===== src/rtl/kernel_mem_bridge_if.sv =====
// Host memory bus between the bridge (master) and the host memory system (slave).
interface kernel_mem_bridge_if #(
  parameter int DATA_WID = 32
);
  logic                read_enable;
  logic [63:0]         read_addr;
  logic [63:0]         read_size_output;
  logic                read_ready;
  logic [DATA_WID-1:0] read_data;
  logic                write_enable;
  logic [63:0]         write_addr;
  logic [63:0]         write_size;
  logic [DATA_WID-1:0] write_data;
  logic                write_ready;

  modport master (
    output read_enable, read_addr, read_size_output,
    input  read_ready, read_data,
    output write_enable, write_addr, write_size, write_data,
    input  write_ready
  );

  modport slave (
    input  read_enable, read_addr, read_size_output,
    output read_ready, read_data,
    input  write_enable, write_addr, write_size, write_data,
    output write_ready
  );
endinterface


===== src/rtl/kernel_mem_bridge.sv =====
// Steps an accelerator clock one pulse at a time and serializes the scratchpad
// accesses of each step onto the host read/write bus, lowest port first.
module kernel_mem_bridge #(
  parameter int NUM_PORTS  = 2,
  parameter int ADDR_WID   = 14,
  parameter int DATA_WID   = 32,
  parameter int BYTE_SHIFT = 2,
  parameter int TIMEOUT    = 0
) (
  input  logic                          clk,
  input  logic                          reset,
  input  logic                          start,
  input  logic [63:0]                   read_base,
  input  logic [63:0]                   write_base,
  input  logic [63:0]                   xfer_size,
  kernel_mem_bridge_if.master           mem,
  output logic                          acc_clk,
  output logic                          acc_start,
  input  logic                          acc_done,
  input  logic [NUM_PORTS-1:0]          acc_ce,
  input  logic [NUM_PORTS-1:0]          acc_we,
  input  logic [NUM_PORTS*ADDR_WID-1:0] acc_addr,
  input  logic [NUM_PORTS*DATA_WID-1:0] acc_d,
  output logic [NUM_PORTS*DATA_WID-1:0] acc_q,
  output logic                          done,
  output logic                          busy,
  output logic                          error,
  output logic [63:0]                   num_steps,
  output logic [31:0]                   num_reads,
  output logic [31:0]                   num_writes
);
  localparam int SW = (NUM_PORTS > 1) ? $clog2(NUM_PORTS) : 1;

  typedef enum logic [2:0] {IDLE, CLK_HIGH, CLK_LOW, SCAN, REQ, WAIT, FINISH} state_t;

  state_t                             r_state, w_next;
  logic [NUM_PORTS-1:0]               r_pend, r_we;
  logic [NUM_PORTS-1:0][ADDR_WID-1:0] r_addr;
  logic [NUM_PORTS-1:0][DATA_WID-1:0] r_d, r_q;
  logic                               r_done_l;
  logic [SW-1:0]                      r_sel, w_sel;
  logic [31:0]                        r_wcnt;
  logic                               w_any, w_rdy, w_tmo;

  assign acc_q = r_q;

  // Lowest-index pending port wins.
  always_comb begin
    w_any = 1'b0;
    w_sel = '0;
    for (int p = NUM_PORTS - 1; p >= 0; p--) begin
      if (r_pend[p]) begin
        w_any = 1'b1;
        w_sel = SW'(p);
      end
    end
  end

  assign w_rdy = r_we[r_sel] ? mem.write_ready : mem.read_ready;
  // r_wcnt holds the number of already-expired WAIT cycles for this access.
  assign w_tmo = (TIMEOUT > 0) && (r_wcnt >= 32'(TIMEOUT));

  always_ff @(posedge clk) begin
    if (reset) r_state <= IDLE;
    else       r_state <= w_next;
  end

  always_comb begin
    w_next = r_state;
    unique case (r_state)
      IDLE:     if (start) w_next = CLK_HIGH;
      CLK_HIGH: w_next = CLK_LOW;
      CLK_LOW:  w_next = SCAN;
      SCAN: begin
        if (w_any)         w_next = REQ;
        else if (r_done_l) w_next = FINISH;
        else               w_next = CLK_HIGH;
      end
      REQ:      w_next = WAIT;
      WAIT: begin
        if (w_rdy)      w_next = SCAN;
        else if (w_tmo) w_next = FINISH;
      end
      FINISH:   w_next = IDLE;
      default:  w_next = IDLE;
    endcase
  end

  always_comb begin
    acc_clk          = (r_state == CLK_HIGH);
    busy             = (r_state != IDLE) && (r_state != FINISH);
    acc_start        = busy;
    done             = (r_state == FINISH);
    mem.read_enable  = (r_state == REQ) && !r_we[r_sel];
    mem.write_enable = (r_state == REQ) &&  r_we[r_sel];
  end

  always_ff @(posedge clk) begin
    if (reset) begin
      r_pend               <= '0;
      r_we                 <= '0;
      r_addr               <= '0;
      r_d                  <= '0;
      r_q                  <= '0;
      r_done_l             <= 1'b0;
      r_sel                <= '0;
      r_wcnt               <= '0;
      error                <= 1'b0;
      num_steps            <= '0;
      num_reads            <= '0;
      num_writes           <= '0;
      mem.read_addr        <= '0;
      mem.read_size_output <= '0;
      mem.write_addr       <= '0;
      mem.write_size       <= '0;
      mem.write_data       <= '0;
    end else begin
      case (r_state)
        IDLE: if (start) begin
          num_steps            <= '0;
          num_reads            <= '0;
          num_writes           <= '0;
          error                <= 1'b0;
          mem.read_size_output <= xfer_size;
          mem.write_size       <= xfer_size;
        end
        CLK_HIGH: begin
          r_pend   <= acc_ce;
          r_we     <= acc_we;
          r_addr   <= acc_addr;
          r_d      <= acc_d;
          r_done_l <= acc_done;
        end
        CLK_LOW: num_steps <= num_steps + 64'd1;
        // Bus address/data are set up here so they are valid throughout REQ.
        SCAN: if (w_any) begin
          r_sel  <= w_sel;
          r_wcnt <= '0;
          if (r_we[w_sel]) begin
            mem.write_addr <= write_base + (64'(r_addr[w_sel]) << BYTE_SHIFT);
            mem.write_data <= r_d[w_sel];
          end else begin
            mem.read_addr  <= read_base + (64'(r_addr[w_sel]) << BYTE_SHIFT);
          end
        end
        WAIT: begin
          if (w_rdy) begin
            r_pend[r_sel] <= 1'b0;
            if (r_we[r_sel]) begin
              num_writes <= num_writes + 32'd1;
            end else begin
              r_q[r_sel] <= mem.read_data;
              num_reads  <= num_reads + 32'd1;
            end
          end else if (w_tmo) begin
            error  <= 1'b1;
            r_pend <= '0;
          end else begin
            r_wcnt <= r_wcnt + 32'd1;
          end
        end
        default: ;
      endcase
    end
  end
endmodule


===== src/flat_wrapper.sv =====
// flat-port wrapper written by rule: the top's interface ports become plain ports
module kernel_mem_bridge_flat 
#(
  parameter int NUM_PORTS  = 2,
  parameter int ADDR_WID   = 14,
  parameter int DATA_WID   = 32,
  parameter int BYTE_SHIFT = 2,
  parameter int TIMEOUT    = 0
)
  (clk, reset, start, read_base, write_base, xfer_size, acc_clk, acc_start, acc_done, acc_ce, acc_we, acc_addr, acc_d, acc_q, done, busy, error, num_steps, num_reads, num_writes, mem_read_enable, mem_read_addr, mem_read_size_output, mem_read_ready, mem_read_data, mem_write_enable, mem_write_addr, mem_write_size, mem_write_data, mem_write_ready);
  kernel_mem_bridge_if #(.DATA_WID(DATA_WID)) mem_i ();
  input  logic clk;
  input  logic reset;
  input  logic start;
  input  logic [63:0] read_base;
  input  logic [63:0] write_base;
  input  logic [63:0] xfer_size;
  output logic acc_clk;
  output logic acc_start;
  input  logic acc_done;
  input  logic [NUM_PORTS-1:0] acc_ce;
  input  logic [NUM_PORTS-1:0] acc_we;
  input  logic [NUM_PORTS*ADDR_WID-1:0] acc_addr;
  input  logic [NUM_PORTS*DATA_WID-1:0] acc_d;
  output logic [NUM_PORTS*DATA_WID-1:0] acc_q;
  output logic done;
  output logic busy;
  output logic error;
  output logic [63:0] num_steps;
  output logic [31:0] num_reads;
  output logic [31:0] num_writes;
  output wire logic [$bits(mem_i.read_enable)-1:0] mem_read_enable;
  output wire logic [$bits(mem_i.read_addr)-1:0] mem_read_addr;
  output wire logic [$bits(mem_i.read_size_output)-1:0] mem_read_size_output;
  input wire logic [$bits(mem_i.read_ready)-1:0] mem_read_ready;
  input wire logic [$bits(mem_i.read_data)-1:0] mem_read_data;
  output wire logic [$bits(mem_i.write_enable)-1:0] mem_write_enable;
  output wire logic [$bits(mem_i.write_addr)-1:0] mem_write_addr;
  output wire logic [$bits(mem_i.write_size)-1:0] mem_write_size;
  output wire logic [$bits(mem_i.write_data)-1:0] mem_write_data;
  input wire logic [$bits(mem_i.write_ready)-1:0] mem_write_ready;
  assign mem_read_enable = mem_i.read_enable;
  assign mem_read_addr = mem_i.read_addr;
  assign mem_read_size_output = mem_i.read_size_output;
  assign mem_i.read_ready = mem_read_ready;
  assign mem_i.read_data = mem_read_data;
  assign mem_write_enable = mem_i.write_enable;
  assign mem_write_addr = mem_i.write_addr;
  assign mem_write_size = mem_i.write_size;
  assign mem_write_data = mem_i.write_data;
  assign mem_i.write_ready = mem_write_ready;
  kernel_mem_bridge #(.NUM_PORTS(NUM_PORTS), .ADDR_WID(ADDR_WID), .DATA_WID(DATA_WID), .BYTE_SHIFT(BYTE_SHIFT), .TIMEOUT(TIMEOUT)) u_core (.clk(clk), .reset(reset), .start(start), .read_base(read_base), .write_base(write_base), .xfer_size(xfer_size), .mem(mem_i), .acc_clk(acc_clk), .acc_start(acc_start), .acc_done(acc_done), .acc_ce(acc_ce), .acc_we(acc_we), .acc_addr(acc_addr), .acc_d(acc_d), .acc_q(acc_q), .done(done), .busy(busy), .error(error), .num_steps(num_steps), .num_reads(num_reads), .num_writes(num_writes));
endmodule

===== config.mk =====
export PLATFORM = sky130hd
export DESIGN_NAME = kernel_mem_bridge_flat
export DESIGN_NICKNAME = d
export VERILOG_FILES = /design/src/rtl/kernel_mem_bridge_if.sv /design/src/rtl/kernel_mem_bridge.sv /design/src/flat_wrapper.sv
export SDC_FILE = /design/constraint.sdc
export NUM_CORES = 1
export LEC_CHECK = 0
export CAP_MARGIN = 20
export CORE_AREA = 10 10 312 314
export DETAILED_ROUTE_END_ITERATION = 10
export DIE_AREA = 0 0 322 324
export PLACE_DENSITY = 0.55
export SETUP_SLACK_MARGIN = 0.02
export SLEW_MARGIN = 20
export SYNTH_ARGS = -nofsm -noshare
export SYNTH_HDL_FRONTEND = slang
export SYNTH_SLANG_ARGS = --single-unit

===== constraint.sdc =====
create_clock -name clk -period 8.1 [get_ports clk]
set_input_delay 0.81 -clock clk [delete_from_list [all_inputs] [get_ports clk]]
set_output_delay 0.81 -clock clk [all_outputs]
set_load 0.02 [all_outputs]

# Yosys cells after proc, flatten, opt, wreduce, memory -nomap -nowiden
# Index checks and enable logic that the tools add are counted.
dict set report totals {
  rom_bits 0
  mem_count 0
  latchBits 0
  out_inout_bits 487
  word_cells 94
  mem_bits_rw 0
  inputBits 326
  ff_bits 517
}
dict set report classes {
  n_lt_le_gt_ge 3
  n_mul 0
  div_mod_pow 0
  shift 0
  n_addsub 5
  n_eq_ne 11
  bitwise_logic 4
  mux 33
  n_reduce_logical 20
}
# cell count
set ops {}
lappend ops {{32-bit two-way mux} 8}
lappend ops {{64-bit by 16-bit adder with 64-bit output} 2}
lappend ops {{32-bit case mux with 2 select lines} 2}
lappend ops {{64-bit case mux with 2 select lines} 1}
lappend ops {{32-bit by 1-bit adder with 32-bit output (second input constant)} 2}
lappend ops {{64-bit by 1-bit adder with 64-bit output (second input constant)} 1}
lappend ops {{64-bit bitwise mux} 1}
lappend ops {{64-bit two-way mux} 1}
lappend ops {{32-bit demux with 1-bit select} 1}
lappend ops {{14-bit two-way mux} 2}
lappend ops {{3-bit case mux with 6 select lines} 1}
lappend ops {{3-bit two-way mux} 4}
lappend ops {{2-bit AND reduction} 5}
lappend ops {{3-bit == test (second input constant)} 3}
lappend ops {{1-bit two-way mux} 9}
lappend ops {{3-bit AND reduction} 3}
lappend ops {{4-bit AND reduction} 2}
lappend ops {{3-bit by 2-bit == test with 1-bit output (second input constant)} 2}
lappend ops {{2-bit nonzero test} 3}
lappend ops {{1-bit logical AND} 4}
lappend ops {{1-bit by 2-bit less-than comparator with 1-bit output (second input constant)} 2}
lappend ops {{2-bit by 1-bit inequality test with 1-bit output (second input constant)} 2}
lappend ops {{2-bit inequality test (second input constant)} 2}
lappend ops {{2-bit case mux with 2 select lines} 1}
lappend ops {{11 further kinds} 12}

# Depth between registers and ports, before layout
# Gate-level depths: netlist of run 1.
dict set report logic_depth {
  word_depth 8
  mapped_depth 15
  depth_no_buf 11
}

# Worst setup path after synthesis of run 1
# No wires, ideal clock.
dict set report synth_path {
  kind {register to register}
  startpoint {reg u_core.r_pend[0]}
  endpoint {reg u_core.mem.write_addr[31]}
  n_path_buf 4
  path_slack_ns 3.930
  t_required_ns 8.014
  path_stages_with_launch 15
  synth_period_minus_slack_ns 4.170
  setup_ns 0.086
  t_arrival_ns 4.084
  cell_sequence {dfxtp_1 > clkbuf_1 > nor2b_1 > clkbuf_1 > clkbuf_1 > mux2_2 > ha_1 > a21o_1 > nand3_1 > a21oi_1 > a2111oi_0 > clkbuf_1 > nor2_1 > xnor2_1 > a211oi_1}
}
dict set report synth_between {
  elab_chain_len 4
  word_cells_on_any_way 8
  classes_between {1 x add/sub; 6 x mux; 1 x reduce/logical}
}
# element line_no
set synth_lines {}
lappend synth_lines {{start, declared} kernel_mem_bridge.sv:37} ;# logic [NUM_PORTS-1:0] r_pend, r_we;
lappend synth_lines {{start signal, assigned} kernel_mem_bridge.sv:100} ;# r_pend <= '0;
lappend synth_lines {{start signal, assigned} kernel_mem_bridge.sv:128} ;# r_pend <= acc_ce;
lappend synth_lines {{start signal, assigned by index} kernel_mem_bridge.sv:148} ;# r_pend[r_sel] <= 1'b0;
lappend synth_lines {{1-bit two-way mux} kernel_mem_bridge.sv:52} ;# if (r_pend[p]) begin
lappend synth_lines {{14-bit two-way mux (not written as such) / 1-bit two-way mux (equally long branches) (2 in series)} {kernel_mem_bridge.sv:140, kernel_mem_bridge.sv:139}}
lappend synth_lines {{64-bit by 16-bit adder with 64-bit output / 3-bit AND reduction (equally long branches)} -}
lappend synth_lines {{end signal, assigned} kernel_mem_bridge.sv:140} ;# mem.write_addr <= write_base + (64'(r_addr[w_sel]) << BYTE_SHIFT);
lappend synth_lines {{end, declared} kernel_mem_bridge_if.sv:19} ;# output write_enable, write_addr, write_size, write_data,
# Parallel ways exist; a longest one is shown, timed or not. The select of a mux whose other input is x is not followed.
# A chain may end at the register's enable or synchronous reset.

# Worst setup path in the final report of run 1
dict set report layout_path {
  startpoint {reg u_core.r_pend[1]}
  endpoint {reg u_core.mem.write_addr[50]}
}
dict set report layout_between {
  elab_chain_len 5
  word_cells_on_any_way 9
  classes_between {1 x add/sub; 7 x mux; 1 x reduce/logical}
}
# element line_no
set layout_lines {}
lappend layout_lines {{1-bit two-way mux *} kernel_mem_bridge.sv:52}
lappend layout_lines {{1-bit two-way mux} kernel_mem_bridge.sv:52}
lappend layout_lines {{14-bit two-way mux (not written as such) / 1-bit two-way mux (equally long branches) (2 in series)} {kernel_mem_bridge.sv:140, kernel_mem_bridge.sv:139}}
lappend layout_lines {{64-bit by 16-bit adder with 64-bit output / 3-bit AND reduction (equally long branches)} -}
# Every way passes the cells marked *; elsewhere a longest branch is shown, timed or not. The select of a mux whose other input is x is not followed.

==> metrics.log, run 1 <==
INFO  metric timing.final.crit_share = 52.88%
INFO  metric detail_route.vias_per_cell = 4.840
INFO  metric cts.htree.levels = 2
INFO  metric starting_utilization_of_the_core_area = 25.79%
INFO  metric placed_cells_incl_taps = 4705
INFO  metric ios = 813
INFO  metric nets = 3944
INFO  metric pwr-share-comb = 15.7%
INFO  metric clock_tree.root_cell = clkbuf_16
INFO  metric end_kind = flop
INFO  metric worst_ir_drop_vdd = 0.0001472 V
INFO  metric yosys.cell_count.top_type = nand2_1
INFO  metric die-height = 324 um
INFO  metric final_setup_violating_endpoints = 0
INFO  metric syn_to_final_growth = 45.63%
INFO  metric synth_async_sr_flop_share = 0%
INFO  metric cp.arrival = 4.81 ns
INFO  metric gpl.final_weighted_congestion = 0.8924
INFO  metric drcViolationCount = 0
INFO  metric cts_inserted_buffers = 61
INFO  metric synth-seq-area-share = 44.06%
INFO  metric initialDrtViolationCount = 1644
INFO  metric dieArea = 104300 um^2
INFO  metric cts-hold-fix-buffers = 0
INFO  metric post-route-min-period = 4.283 ns
INFO  metric count_of_cell_types_in_the_netlist = 80
INFO  metric power.density_cell_area = 189.2 nW/um^2
INFO  metric p_leak = 11.32 nW
INFO  metric p_int = 0.004680 W
INFO  metric groute.usage.overall = 18.30%
INFO  metric timing.max_slew.rel_slack = 28.18%
INFO  metric grt_first_pass_wirelength = 146.3 mm
INFO  metric via_count_of_the_first_global_routing_pass = 22140
INFO  metric netlist_area = 23490 um^2
INFO  metric post_route_cell_area = 34210 um^2
INFO  metric wire_per_inst = 21.32 um
INFO  metric dpl-instance-area = 32190 um^2
INFO  metric power.switching = 0.001794 W
INFO  metric avg_inst_size_synth = 8.029 um^2
INFO  metric drv_slew = 0
INFO  metric worstHoldPathType = flop to flop
INFO  metric max-clock-path-buffers = 3
INFO  metric path_max_fanout = 15
INFO  metric synth_enable_flop_cells = 0
INFO  metric cts_post_setup_buffers_inserted = 0
INFO  metric crit_path_start_kind = flop
INFO  metric io_buffer_count = 811
INFO  metric yosysWarnings = 0
INFO  metric post_synthesis_net_count = 3287
INFO  metric layoutNonFillerInstCount = 4819
INFO  metric setup-tns-final = 0 ns
INFO  metric sw_frac_of_total = 27.71%
INFO  metric hold_viol_final = 0
INFO  metric detailedPlacementHpwl = 78.64 mm
INFO  metric insertion_delay = 0.63 ns
INFO  metric cts.clk_slew.worst_paths = 0.06 ns
INFO  metric drt_pre_antenna_iters = 7
INFO  metric core.rowCount = 111
INFO  metric finalWirelength = 102.7 mm
INFO  metric fmax = 233.5 MHz
INFO  metric core = 91110 um^2
INFO  metric status = finished clean
INFO  metric dieWidth = 322 um
INFO  metric drive_above_1_share = 5.297%
INFO  metric synthesis.instances = 2926
INFO  metric route.vias.total = 23320
INFO  metric antenna_found_initial = 32
INFO  metric synth.top_cells.by_count = 644 x nand2_1, 517 x dfxtp_1, 359 x a21oi_1
INFO  metric criticalPathCategory = flop to flop
INFO  metric post-synth-top-area-fraction = 44.06%
INFO  metric maxCapViolations = 0
INFO  metric overflow = 0
INFO  metric postSynthRegisterBits = 517
INFO  metric fin_util = 37.55%
INFO  metric library_cell_occupying_the_most_area_in_the_post_synthesis_netlist = dfxtp_1
INFO  metric timing.clock.skew = 0.02559 ns
INFO  metric required = 8.63 ns
INFO  metric cts_num_sinks = 517
INFO  metric detail-route-antenna-nets = 0
INFO  metric maximum_number_of_pins_on_one_net_before_global_route_repair = 173
INFO  metric cts_tree = done
INFO  metric ys_dominant_reg_cell = dfxtp_1
INFO  metric actual_transition_at_the_worst_max_transition_pin = 1.073 ns
INFO  metric grt_setup_unrepaired = no
INFO  metric ys_top_cells_by_area = dfxtp_1 44%, nand2_1 10%, a21oi_1 7.6%
INFO  metric post_cts_resized = 0
INFO  metric p_clk_share = 42.6%
INFO  metric power.sequential.fraction = 41.7%
[per-layer routing]
layer | up-vias | GRT usage [%] | part of all wire (%)
li1 | 11410 | - | -
met3 | 179 | 6.991 | 9.5
met4 | 42 | 6.144 | 3.1
met2 | 786 | 30.24 | 47
met1 | 10910 | 21.54 | 40
met5 | - | 0 | 0.27
[cells in the final DEF, fill, tap and decap left out, drive strengths merged, types with 37 or more instances in the layout]
| cell | count |
|---|---|
| nand4 | 66 |
| mux2i | 37 |
| xor2 | 87 |
| dfxtp | 517 |
| or3 | 39 |
| o21ai | 84 |
| a211oi | 75 |
| nor2 | 228 |
| nand2 | 644 |
| xnor2 | 65 |
| a21oi | 359 |
| clkdlybuf4s50 | 810 |
| nand3 | 100 |
| clkbuf | 84 |
[worst paths after layout]
path / startpoint / slack, ns / endpoint / depth (start not counted)
worst max register to register: u_core.r_pend[1] / 3.82 / u_core.mem.write_addr[50] / 11
worst max-delay path: u_core.r_pend[1] / 3.82 / u_core.mem.write_addr[50] / 11
worst min register to register: u_core.r_d[61] / 0.45 / u_core.r_d[61] / 2
worst min-delay path: u_core.r_d[61] / 0.45 / u_core.r_d[61] / 2
[sequential cells by signal, summed over array words and instances (netlist names)]
signal                       flops
u_core.r_addr                   28
u_core.mem.read_size_output     64
u_core.num_steps                64
u_core.mem.write_data           32
u_core.acc_q                    64
u_core.r_done_l                  1
u_core.mem.read_addr            64
u_core.r_state                   3
u_core.r_pend                    2
u_core.r_sel                     1
u_core.mem.write_addr           64
u_core.num_writes               32
u_core.r_we                      2
u_core.r_d                      64
u_core.num_reads                32
[critical path, stage by stage (launching register included)]
cell,delay [ns]
dfxtp_1,0.42
nor2b_4,0.50
mux2_2,0.45
ha_1,0.23
fa_1,0.40
a21o_1,0.21
a221oi_1,0.50
a21oi_1,0.29
o21ai_1,0.62
nor3_1,0.15
mux2_2,0.30
o22ai_1,0.11
[logic make-up (layout without fill, tap and decap cells)]
kind of cell             count (synthesis)  after routing  synth area share (%)
AND/OR/NAND/NOR                       1259           1259                 24.40
AO/OA/AOI/OAI                          627            627                 15.57
flip-flops                             517            517                 44.06
buffers and inverters                  269            968                 5.395
XOR/XNOR                               152            152                 5.667
multiplexers                            66             66                 2.967
adder cells (fa/ha/maj)                 35             35                 1.928
other                                    1              9               0.01596
[power groups by stage]
stage	combinational, W	sequential [W]	clock, W
finish	0.00102	0.00270	0.00276
detailed placement	0.00103	0.00275	0
global route	0.00110	0.00271	0.00295
global placement	0.00103	0.00275	0
floorplan	0.000523	0.00277	0
CTS	0.00103	0.00270	0.00285
[metrics by stage]
step / hold WS, ns / power [W] / setup slack, ns
after floorplan: 0.4329 / 0.003293 / 3.930
after global placement: 0.4389 / 0.003776 / 3.753
after detailed placement: 0.4432 / 0.003779 / 3.753
after CTS: 0.4518 / 0.006579 / 3.724
after global routing: 0.4660 / 0.006758 / 3.425
final: 0.4514 / 0.006474 / 3.817
[area by class of cell]
cell class / count / area [um^2]
diodes: 8 / 20.02
clock buffers: 84 / 1743
clock inverters: 21 / 236.5
fillers: 9409 / 56890
inverters: 29 / 111.4
multi-input cells: 2140 / 11950
flip-flops and latches: 517 / 10350
well taps: 1186 / 1484
repair buffers: 834 / 8315
No activity file was read; power rests on OpenSTA's default activity.
==> run 2, diff against run 1 <==
==> constraint.sdc (replaced) <==
create_clock -name clk -period 4.3 [get_ports clk]
set_input_delay 0.43 -clock clk [delete_from_list [all_inputs] [get_ports clk]]
set_output_delay 0.43 -clock clk [all_outputs]
set_load 0.02 [all_outputs]
==> metrics.log, run 2 (synthesized netlist as in run 1, its figures left out) <==
INFO  metric cts.htree.levels = 3 (+1)
INFO  metric finalWirelength = 103.6 mm (+0.82%)
INFO  metric status = finished clean
INFO  metric cts.clk_slew.worst_paths = 0.06 ns (about the same)
INFO  metric post-layout-total-power = 0.01255 W (+94%)
INFO  metric fmax = 245.7 MHz (+5.2%)
INFO  metric die-height = 324 um (unchanged)
INFO  metric setup-tns-final = 0 ns (unchanged)
INFO  metric antenna_found_initial = 24 (-25%)
INFO  metric initialDrtViolationCount = 1687 (+2.6%)
INFO  metric grt_setup_unrepaired = yes
INFO  metric path_max_fanout = 7 (-8)
INFO  metric max-clock-path-buffers = 3 (unchanged)
INFO  metric via_count_of_the_first_global_routing_pass = 22360 (+0.99%)
INFO  metric core.rowCount = 111 (unchanged)
INFO  metric timing.final.crit_share = 94.67% (+42 points)
INFO  metric clock_tree.root_cell = clkbuf_16
INFO  metric placed_cells_incl_taps = 4720 (+0.32%)
INFO  metric timing.clock.skew = 0.03996 ns (+0.01438 ns)
INFO  metric highest_count_cells_in_the_layout_ignoring_fill_and_taps = 810 x clkdlybuf4s50_1, 643 x nand2_1, 517 x dfxtp_1
INFO  metric fin_util = 37.86% (+0.30 points)
INFO  metric cts_num_sinks = 517 (unchanged)
INFO  metric route.vias.total = 23480 (+0.67%)
INFO  metric starting_utilization_of_the_core_area = 25.79% (unchanged)
INFO  metric ios = 813 (unchanged)
INFO  metric cts_tree = done
INFO  metric detail_route.vias_per_cell = 4.853 (+0.28%)
INFO  metric cts_post_setup_buffers_inserted = 0 (unchanged)
INFO  metric cp.arrival = 4.60 ns (-0.21 ns)
INFO  metric final_setup_violating_endpoints = 0 (unchanged)
INFO  metric power.density_cell_area = 363.8 nW/um^2 (+92%)
INFO  metric groute.usage.overall = 18.67% (+0.37 points)
INFO  metric io_buffer_count = 811 (unchanged)
INFO  metric detailedPlacementHpwl = 79.37 mm (+0.92%)
INFO  metric maximum_number_of_pins_on_one_net_before_global_route_repair = 142 (-18%)
INFO  metric cts_inserted_buffers = 66 (+8.2%)
INFO  metric syn_to_final_growth = 46.82%
INFO  metric core = 91110 um^2 (unchanged)
INFO  metric worstHoldPathType = input pin to flop
INFO  metric p_leak = 11.45 nW (+1.1%)
INFO  metric gpl.final_weighted_congestion = 0.8877 (-0.53%)
INFO  metric dieArea = 104300 um^2 (unchanged)
INFO  metric dieWidth = 322 um (unchanged)
INFO  metric post_route_cell_area = 34490 um^2 (+0.81%)
INFO  metric end_kind = flop
INFO  metric worst_ir_drop_vdd = 0.0002243 V (+52%)
INFO  metric hold_viol_final = 0 (unchanged)
INFO  metric timing.critical_path.slowest_stage_cell = a221oi_1
INFO  metric insertion_delay = 0.62 ns (about the same)
INFO  metric timing.critical_path.cells = nor2b_4, mux2_2, ha_1, fa_1, a21o_1, a221oi_1, a21oi_1, o221ai_1, or3_1, xor2_1, a211oi_1
INFO  metric dpl-instance-area = 32330 um^2 (+0.43%)
INFO  metric criticalPathCategory = flop to flop
INFO  metric wire_per_inst = 21.41 um (+0.43%)
INFO  metric layout_commonest_cell = clkdlybuf4s50_1
INFO  metric overflow = 0 (unchanged)
INFO  metric actual_transition_at_the_worst_max_transition_pin = 1.081 ns (+0.007780 ns)
INFO  metric maxCapViolations = 0 (unchanged)
INFO  metric drive_above_1_share = 5.760% (+0.46 points)
INFO  metric family_with_the_most_delay_on_the_worst_path = compound AO/OA/AOI/OAI gates
INFO  metric post-route-min-period = 4.071 ns (-0.2123 ns)
INFO  metric crit_path_start_kind = flop
INFO  metric layoutNonFillerInstCount = 4838 (+0.39%)
INFO  metric drcViolationCount = 0 (unchanged)
INFO  metric nets = 3963 (+0.48%)
INFO  metric cp_peak_stage_delay = 0.56 ns (-0.06 ns)
INFO  metric required = 4.83 ns (-3.80 ns)
INFO  metric detail-route-antenna-nets = 0 (unchanged)
INFO  metric cts-hold-fix-buffers = 0 (unchanged)
INFO  metric post_cts_resized = 0 (unchanged)
INFO  metric timing.max_slew.rel_slack = 27.92% (-0.25 points)
INFO  metric worst-path-buf-inv = 0 (unchanged)
INFO  metric drt_pre_antenna_iters = 5 (-2)
INFO  metric grt_first_pass_wirelength = 149.2 mm (+2.0%)
INFO  metric drv_slew = 0 (unchanged)
==> run 2: changes by cell type in the layout (fill, tap and decap cells not counted), sizes merged <==
| cell | change |
|---|---|
| diode | -2 |
| inv | +2 |
| clkinvlp | +1 |
| buf | +14 |
| clkbuf | +7 |
| clkinv | -3 |
==> run 2: worst paths after layout <==
path	depth (start not counted)	endpoint	slack, ns	start
max	11	u_core.mem.write_addr[44]	0.23	u_core.r_pend[1]
min	2	u_core.r_addr[9]	0.20	reset
max reg2reg	11	u_core.mem.write_addr[44]	0.23	u_core.r_pend[1]
min reg2reg	2	u_core.mem.write_addr[7]	0.45	u_core.mem.write_addr[7]
==> run 2: worst reg2reg max path, cell delays in order (launching register included) <==
cell and delay, ns:
dfxtp_1 0.44, nor2b_4 0.33, mux2_2 0.42, ha_1 0.22
fa_1 0.41, a21o_1 0.22, a221oi_1 0.56, a21oi_1 0.36
o221ai_1 0.56, or3_1 0.20, xor2_1 0.06, a211oi_1 0.23
==> run 2: where the power goes <==
group	internal (W)	switching (W)	total (W)	leakage (nW)
registers	0.00495	0.000120	0.00507	4.18
clock network	0.00327	0.00226	0.00553	1.03
logic	0.000826	0.00112	0.00194	6.24
total	0.00905	0.00350	0.0125	11.4
==> run 2: layout make-up <==
| type | instances | area [um^2] |
|---|---|---|
| Clock inverter | 21 | 257.7 |
| Fill cell | 9426 | 56620 |
| Sequential cell | 517 | 10350 |
| Clock buffer | 91 | 1858 |
| Inverter | 29 | 111.4 |
| Antenna cell | 6 | 15.01 |
| Timing Repair Buffer | 848 | 8438 |
| Multi-Input combinational cell | 2140 | 11980 |
| Tap cell | 1186 | 1484 |
==> run 2: through the flow <==
| step | setup WS, ns | hold slack (ns) |
|---|---|---|
| final | 0.2293 | 0.1957 |
| after global routing | -0.01466 | 0.1998 |
| after CTS | 0.1590 | 0.1628 |
| after detailed placement | 0.1931 | 0.4429 |
| after global placement | 0.3126 | 0.4381 |
| after floorplan | 0.1302 | 0.4329 |
==> run 2: layer usage <==
layer | vias to the layer above | global-route usage (%) | wire length, um
met1 | 11060 | 22.34 | 42670
li1 | 11450 | - | -
met4 | 26 | 4.394 | 2172
met2 | 798 | 31.76 | 49510
met5 | - | 0 | 161
met3 | 145 | 6.492 | 9056
==> run 3, diff against run 2 <==
--- a/config.mk
+++ b/config.mk
@@ -15,3 +15,4 @@
 export SYNTH_ARGS = -nofsm -noshare
 export SYNTH_HDL_FRONTEND = slang
 export SYNTH_SLANG_ARGS = --single-unit
+export TNS_END_PERCENT = 5
==> results of run 3 <==
No change in the layout: final DEF, timing and power equal those of run 2.
